<file path="src/rtl/mdu_ctrl.sv">
// Purpose : sequencing controller for the EX-stage multiply/divide units.
// Latency : multiply MUL_LATENCY+1 cycles to result_valid; divide = divider latency + 2 cycles.
// Backpres: stallreq_for_mdu holds EX until the result exists; DONE holds hi/lo while stall_hold=1.
//
// Ports:
//   clk, rst                 clock, synchronous active-high reset
//   flush, stall_hold        pipeline flush (annuls work), downstream stall (hold result)
//   op_valid/op_mul/op_div/op_signed, src_a, src_b   operation issued from EX
//   mul_ina_o/mul_inb_o/mul_signed_o, mul_result_i   pipelined multiplier side
//   div_opdata1_o/div_opdata2_o/div_signed_o,
//   div_start_o/div_annul_o, div_ready_i, div_result_i  multi-cycle divider side
//   stallreq_for_mdu, result_valid, hi_o, lo_o        results back to the pipeline
//
// Optional build macro MDU_DIV0_FAST_EN: divide by zero bypasses the divider and
// completes directly with hi_o=src_a, lo_o=32'hFFFF_FFFF.
module mdu_ctrl #(
  parameter int MUL_LATENCY = 1
) (
  input  logic        clk,
  input  logic        rst,
  input  logic        flush,
  input  logic        stall_hold,
  input  logic        op_valid,
  input  logic        op_mul,
  input  logic        op_div,
  input  logic        op_signed,
  input  logic [31:0] src_a,
  input  logic [31:0] src_b,
  output logic [31:0] mul_ina_o,
  output logic [31:0] mul_inb_o,
  output logic        mul_signed_o,
  output logic [31:0] div_opdata1_o,
  output logic [31:0] div_opdata2_o,
  output logic        div_signed_o,
  output logic        div_start_o,
  output logic        div_annul_o,
  input  logic        div_ready_i,
  input  logic [63:0] div_result_i,
  input  logic [63:0] mul_result_i,
  output logic        stallreq_for_mdu,
  output logic        result_valid,
  output logic [31:0] hi_o,
  output logic [31:0] lo_o
);

  typedef enum logic [1:0] {IDLE, MUL, DIV, DONE} state_t;

  state_t      state, state_nxt;
  logic [3:0]  cnt, cnt_nxt;
  logic [31:0] opa, opa_nxt;
  logic [31:0] opb, opb_nxt;
  logic        sgn, sgn_nxt;
  logic [31:0] hi, hi_nxt;
  logic [31:0] lo, lo_nxt;

  logic        stall_c, valid_c, start_c, annul_c;

  always_ff @(posedge clk) begin
    if (rst) begin
      state <= IDLE;
      cnt   <= '0;
      opa   <= '0;
      opb   <= '0;
      sgn   <= 1'b0;
      hi    <= '0;
      lo    <= '0;
    end else begin
      state <= state_nxt;
      cnt   <= cnt_nxt;
      opa   <= opa_nxt;
      opb   <= opb_nxt;
      sgn   <= sgn_nxt;
      hi    <= hi_nxt;
      lo    <= lo_nxt;
    end
  end

  always_comb begin
    state_nxt = state;
    cnt_nxt   = cnt;
    opa_nxt   = opa;
    opb_nxt   = opb;
    sgn_nxt   = sgn;
    hi_nxt    = hi;
    lo_nxt    = lo;
    stall_c   = 1'b0;
    valid_c   = 1'b0;
    start_c   = 1'b0;
    annul_c   = 1'b0;

    case (state)
      IDLE: begin
        stall_c = op_valid & (op_mul | op_div);
        if (op_valid && !flush) begin
          // Multiply takes priority when both decode bits are set.
          if (op_mul) begin
            opa_nxt   = src_a;
            opb_nxt   = src_b;
            sgn_nxt   = op_signed;
            cnt_nxt   = 4'(MUL_LATENCY - 1);
            state_nxt = MUL;
          end else if (op_div) begin
            opa_nxt   = src_a;
            opb_nxt   = src_b;
            sgn_nxt   = op_signed;
`ifdef MDU_DIV0_FAST_EN
            if (src_b == 32'd0) begin
              hi_nxt    = src_a;
              lo_nxt    = 32'hFFFF_FFFF;
              state_nxt = DONE;
            end else begin
              state_nxt = DIV;
            end
`else
            state_nxt = DIV;
`endif
          end
        end
      end
      MUL: begin
        stall_c = 1'b1;
        if (cnt != 4'd0) begin
          cnt_nxt = cnt - 4'd1;
        end else begin
          {hi_nxt, lo_nxt} = mul_result_i;
          state_nxt        = DONE;
        end
      end
      DIV: begin
        stall_c = 1'b1;
        start_c = 1'b1;
        if (div_ready_i) begin
          {hi_nxt, lo_nxt} = div_result_i;
          state_nxt        = DONE;
        end
      end
      DONE: begin
        valid_c = 1'b1;
        // Leaving on the cycle stall_hold drops: the pipeline advances with us,
        // so the same EX instruction is never seen as a new issue.
        if (!stall_hold) state_nxt = IDLE;
      end
      default: state_nxt = IDLE;
    endcase

    // Flush overrides everything: discard any result captured this cycle
    // (including a coincident div_ready_i) and cancel an active divide.
    if (flush) begin
      state_nxt = IDLE;
      hi_nxt    = hi;
      lo_nxt    = lo;
      stall_c   = 1'b0;
      valid_c   = 1'b0;
      start_c   = 1'b0;
      annul_c   = (state == DIV);
    end
  end

  // Combinational outputs are forced low during reset so no start/annul
  // pulse escapes from whatever state the reset interrupted.
  assign stallreq_for_mdu = stall_c & ~rst;
  assign result_valid     = valid_c & ~rst;
  assign div_start_o      = start_c & ~rst;
  assign div_annul_o      = annul_c & ~rst;

  assign mul_ina_o     = opa;
  assign mul_inb_o     = opb;
  assign mul_signed_o  = sgn;
  assign div_opdata1_o = opa;
  assign div_opdata2_o = opb;
  assign div_signed_o  = sgn;
  assign hi_o          = hi;
  assign lo_o          = lo;

endmodule

</file>
<file path="config.mk">
export PLATFORM = sky130hd
export DESIGN_NAME = mdu_ctrl
export DESIGN_NICKNAME = d
export VERILOG_FILES = /design/src/rtl/mdu_ctrl.sv
export SDC_FILE = /design/constraint.sdc
export NUM_CORES = 1
export LEC_CHECK = 0
export BUFFER_PORTS_ARGS = -buffer_cell sky130_fd_sc_hd__buf_4
export CAP_MARGIN = 25
export CORE_AREA = 10 10 147 149
export CTS_CLUSTER_DIAMETER = 40
export DETAILED_ROUTE_END_ITERATION = 10
export DIE_AREA = 0 0 157 159
export GPL_TIMING_DRIVEN = 0
export PLACE_DENSITY = 0.67
export SLEW_MARGIN = 25
export SYNTH_ARGS = -nofsm -noshare
export SYNTH_HDL_FRONTEND = slang
export SYNTH_SLANG_ARGS = --single-unit
</file>
<file path="constraint.sdc">
create_clock -name clk -period 4.63 [get_ports clk]
set_clock_uncertainty 0.2 [all_clocks]
set_input_delay 1.389 -clock clk [delete_from_list [all_inputs] [get_ports clk]]
set_output_delay 1.389 -clock clk [all_outputs]
set_load 0.03 [all_outputs]
</file>
==> run_results.csv <==
group,metric,value,unit
global_route,grtUsageTotal,0.193,
clock_network,ctsHoldBuffers,0,
sta,final.min_clock_period,4.41,ns
job,cap_violations,0,
setup_path,reg2reg_depth,8,
setup_path,reg2reg_setup_slack,1.97,ns
floorplanning,boundaryPins,399,
setup_path,critPathLaunch,"flush",
setup_path,arrival,2.83,ns
detailed_routing,antenna_left,0,
clock_network,cts_buffer_depth,2,
global_route,grt_overflow,0,
detailed_routing,wl_per_cell,18.6,um
sta,rsz0062_at_grt,"false",
clock_network,clkLatencyLatePin,0.41,ns
sta,hold_viol_final,0,
power,p_leak,4.54,nW
detailed_routing,dr_total_vias,6227,
sta,max_freq,227,MHz
sta,slew_viol_final,0,
hold_path,hold_class,"reg2reg",
detailed_routing,initialDrtViolationCount,190,
cells_and_area,area_growth,61.5,%
sta,setup_viol,0,
global_route,antenna_found_initial,0,
power,p_total,0.00334,W
floorplanning,coreArea,18600,um^2
clock_network,cts-resized-gates,0,
clock_network,cts_buffers,17,
hold_path,worstHoldPathCells,2,
global_route,grt_pass1_vias,6455,
synth,syn_area,6320,um^2
setup_path,crit_required,3.04,ns
setup_path,cp-endpoint,"stallreq_for_mdu",
synth,ys_ff_latch,135,
synth,seq_area_frac_synth,0.427,
synth,synth_area_leader_cell,"dfxtp_1",
cells_and_area,fin_nets,1324,
clock_network,path_clk_slew,0.06,ns
synth,synth_top_area_frac,0.427,
setup_path,worst_setup_path_end_kind,"output pin",
setup_path,reg2reg_from,"state[0]",
synth,synthCells,700,
clock_network,cts_tree,"yes",
setup_path,crit_fanout,12,
detailed_routing,first_pass_iters,6,
floorplanning,die_area,25000,um^2
floorplanning,start_util,0.340,
placed_design,port_buffers,398,
global_route,grt_first_pass_wirelength,37300,um
setup_path,worstSetupStartpointType,"input port",
synth,ys_types,28,
power,p_per_area,327,nW/um^2
detailed_routing,routed_wl,25400,um
synth,syn_nets,908,
clock_network,htree_levels,4,
status,run_status,"finished, final reports clean",
detailed_routing,drc,0,
floorplanning,die_y,159,um
sta,period_share,0.953,
floorplanning,die_width,157,um
setup_path,critical_path_class,"in2out",
cells_and_area,drive_gt1_frac,0.507,
placed_design,gp_congestion,0.799,
setup_path,timing.rr.end,"div_opdata1_o[0]",
floorplanning,rows,50,
clock_network,cts_sinks,135,
sta,tightest_slew,0.742,ns
cells_and_area,diodes,0,
synth,avgSynthCellArea,9.03,um^2
synth,yosys_warnings,0,
detailed_routing,routed_via_density,4.57,
sta,tns,0,ns
clock_network,cts_root_buf,"clkbuf_16",
global_route,grt_max_degree,17,
placed_design,dp_hpwl,21000,um
power,ir_drop,0.241,mV
synth,synth_area_leaders,"dfxtp_1 43%, a211oi_2 11%, mux2i_1 10%",
sta,slew_headroom,0.505,
## report_power, final
group / internal (W) / total [W] / leakage [nW] / switching, W
clock: 0.000868 / 0.00141 / 0.287 / 0.000539
combinational: 0.000310 / 0.000684 / 3.15 / 0.000375
sequential: 0.00121 / 0.00125 / 1.10 / 0.0000373
total: 0.00239 / 0.00334 / 4.54 / 0.000951
## synthesized netlist by cell type
cell	number
nand2_1	136
dfxtp_1	135
buf_4	71
a21oi_1	70
nor2_1	68
mux2i_1	66
a211oi_2	57
clkbuf_1	27
a211oi_1	10
buf_2	8
inv_1	8
ha_1	7
buf_1	6
buf_6	6
nand2b_1	3
nor3b_1	3
o21ai_0	3
o32ai_1	3
nand3_1	2
nand3b_1	2
or3_1	2
a21o_1	1
and2_1	1
and3b_1	1
nor2b_1	1
o211ai_1	1
or3b_1	1
or3b_2	1
## metal layers
layer	track usage	routed length, um
met5	0	0
met4	0.0519	463
met3	0.0648	1840
met2	0.352	13400
met1	0.205	9730
## critical path: stages
cell and delay, ns:
buf_4 0.15, nand2b_1 0.17, or3b_2 0.61, a211oi_1 0.28, buf_4 0.22
## cell families after synthesis
logic type               synth area share
AO/OA/AOI/OAI                       0.189
adder cells (fa/ha/maj)            0.0138
buffers and inverters               0.126
flip-flops                          0.427
multiplexers                        0.104
AND/OR/NAND/NOR                     0.140
## placed cells by master (no fill, tap or decap), types with 7 or more instances in the layout
master	count
buf_4	469
nand2_1	136
a211oi_1	10
ha_1	7
dfxtp_1	135
a21oi_1	70
inv_1	8
buf_2	8
clkbuf_16	17
mux2i_1	66
nor2_1	68
clkbuf_1	27
a211oi_2	57
## registers in the layout (all words and copies together), names as in the netlist
name,count
div_signed_o,1
cnt,4
div_opdata1_o,32
state,2
lo_o,32
div_opdata2_o,32
hi_o,32
## what timing repair did
action                                  CTS  global route
buffers inserted                          0             0
endpoints found under the setup margin    0             1
endpoints found under the hold margin     0             0
## worst min path at each step
stage                      start           endpoint  slack, ns
5_1_grt         div_opdata2_o[0]   div_opdata2_o[0]       0.29
6_report        div_opdata1_o[6]   div_opdata1_o[6]       0.27
4_1_cts        div_opdata1_o[29]  div_opdata1_o[29]       0.27
3_3_place_gp    div_opdata1_o[6]   div_opdata1_o[6]       0.26
3_5_place_dp   div_opdata1_o[29]  div_opdata1_o[29]       0.26
2_1_floorplan             cnt[0]             cnt[0]       0.24
## area by class of cell
cell class	count	area [um^2]
fillers	1738	8370
flip-flops and latches	135	2700
plain buffers	117	761
repair buffers	398	2990
clock buffers	19	443
well taps	234	293
clock inverters	13	169
multi-input cells	439	2830
inverters	8	30.0
## per-stage QoR
stage	utilization	setup slack, ns	instance area (um^2)	instances	hold slack (ns)
2_1_floorplan	-	0.0713	6320	700	0.245
3_3_place_gp	0.517	0.0365	9600	1332	0.260
3_5_place_dp	0.517	0.0254	9600	1332	0.265
4_1_cts	0.550	0.0215	10200	1364	0.273
5_1_grt	0.550	0.126	10200	1363	0.287
6_report	0.550	0.216	10200	1363	0.273
(Power assumes the default switching activity.)
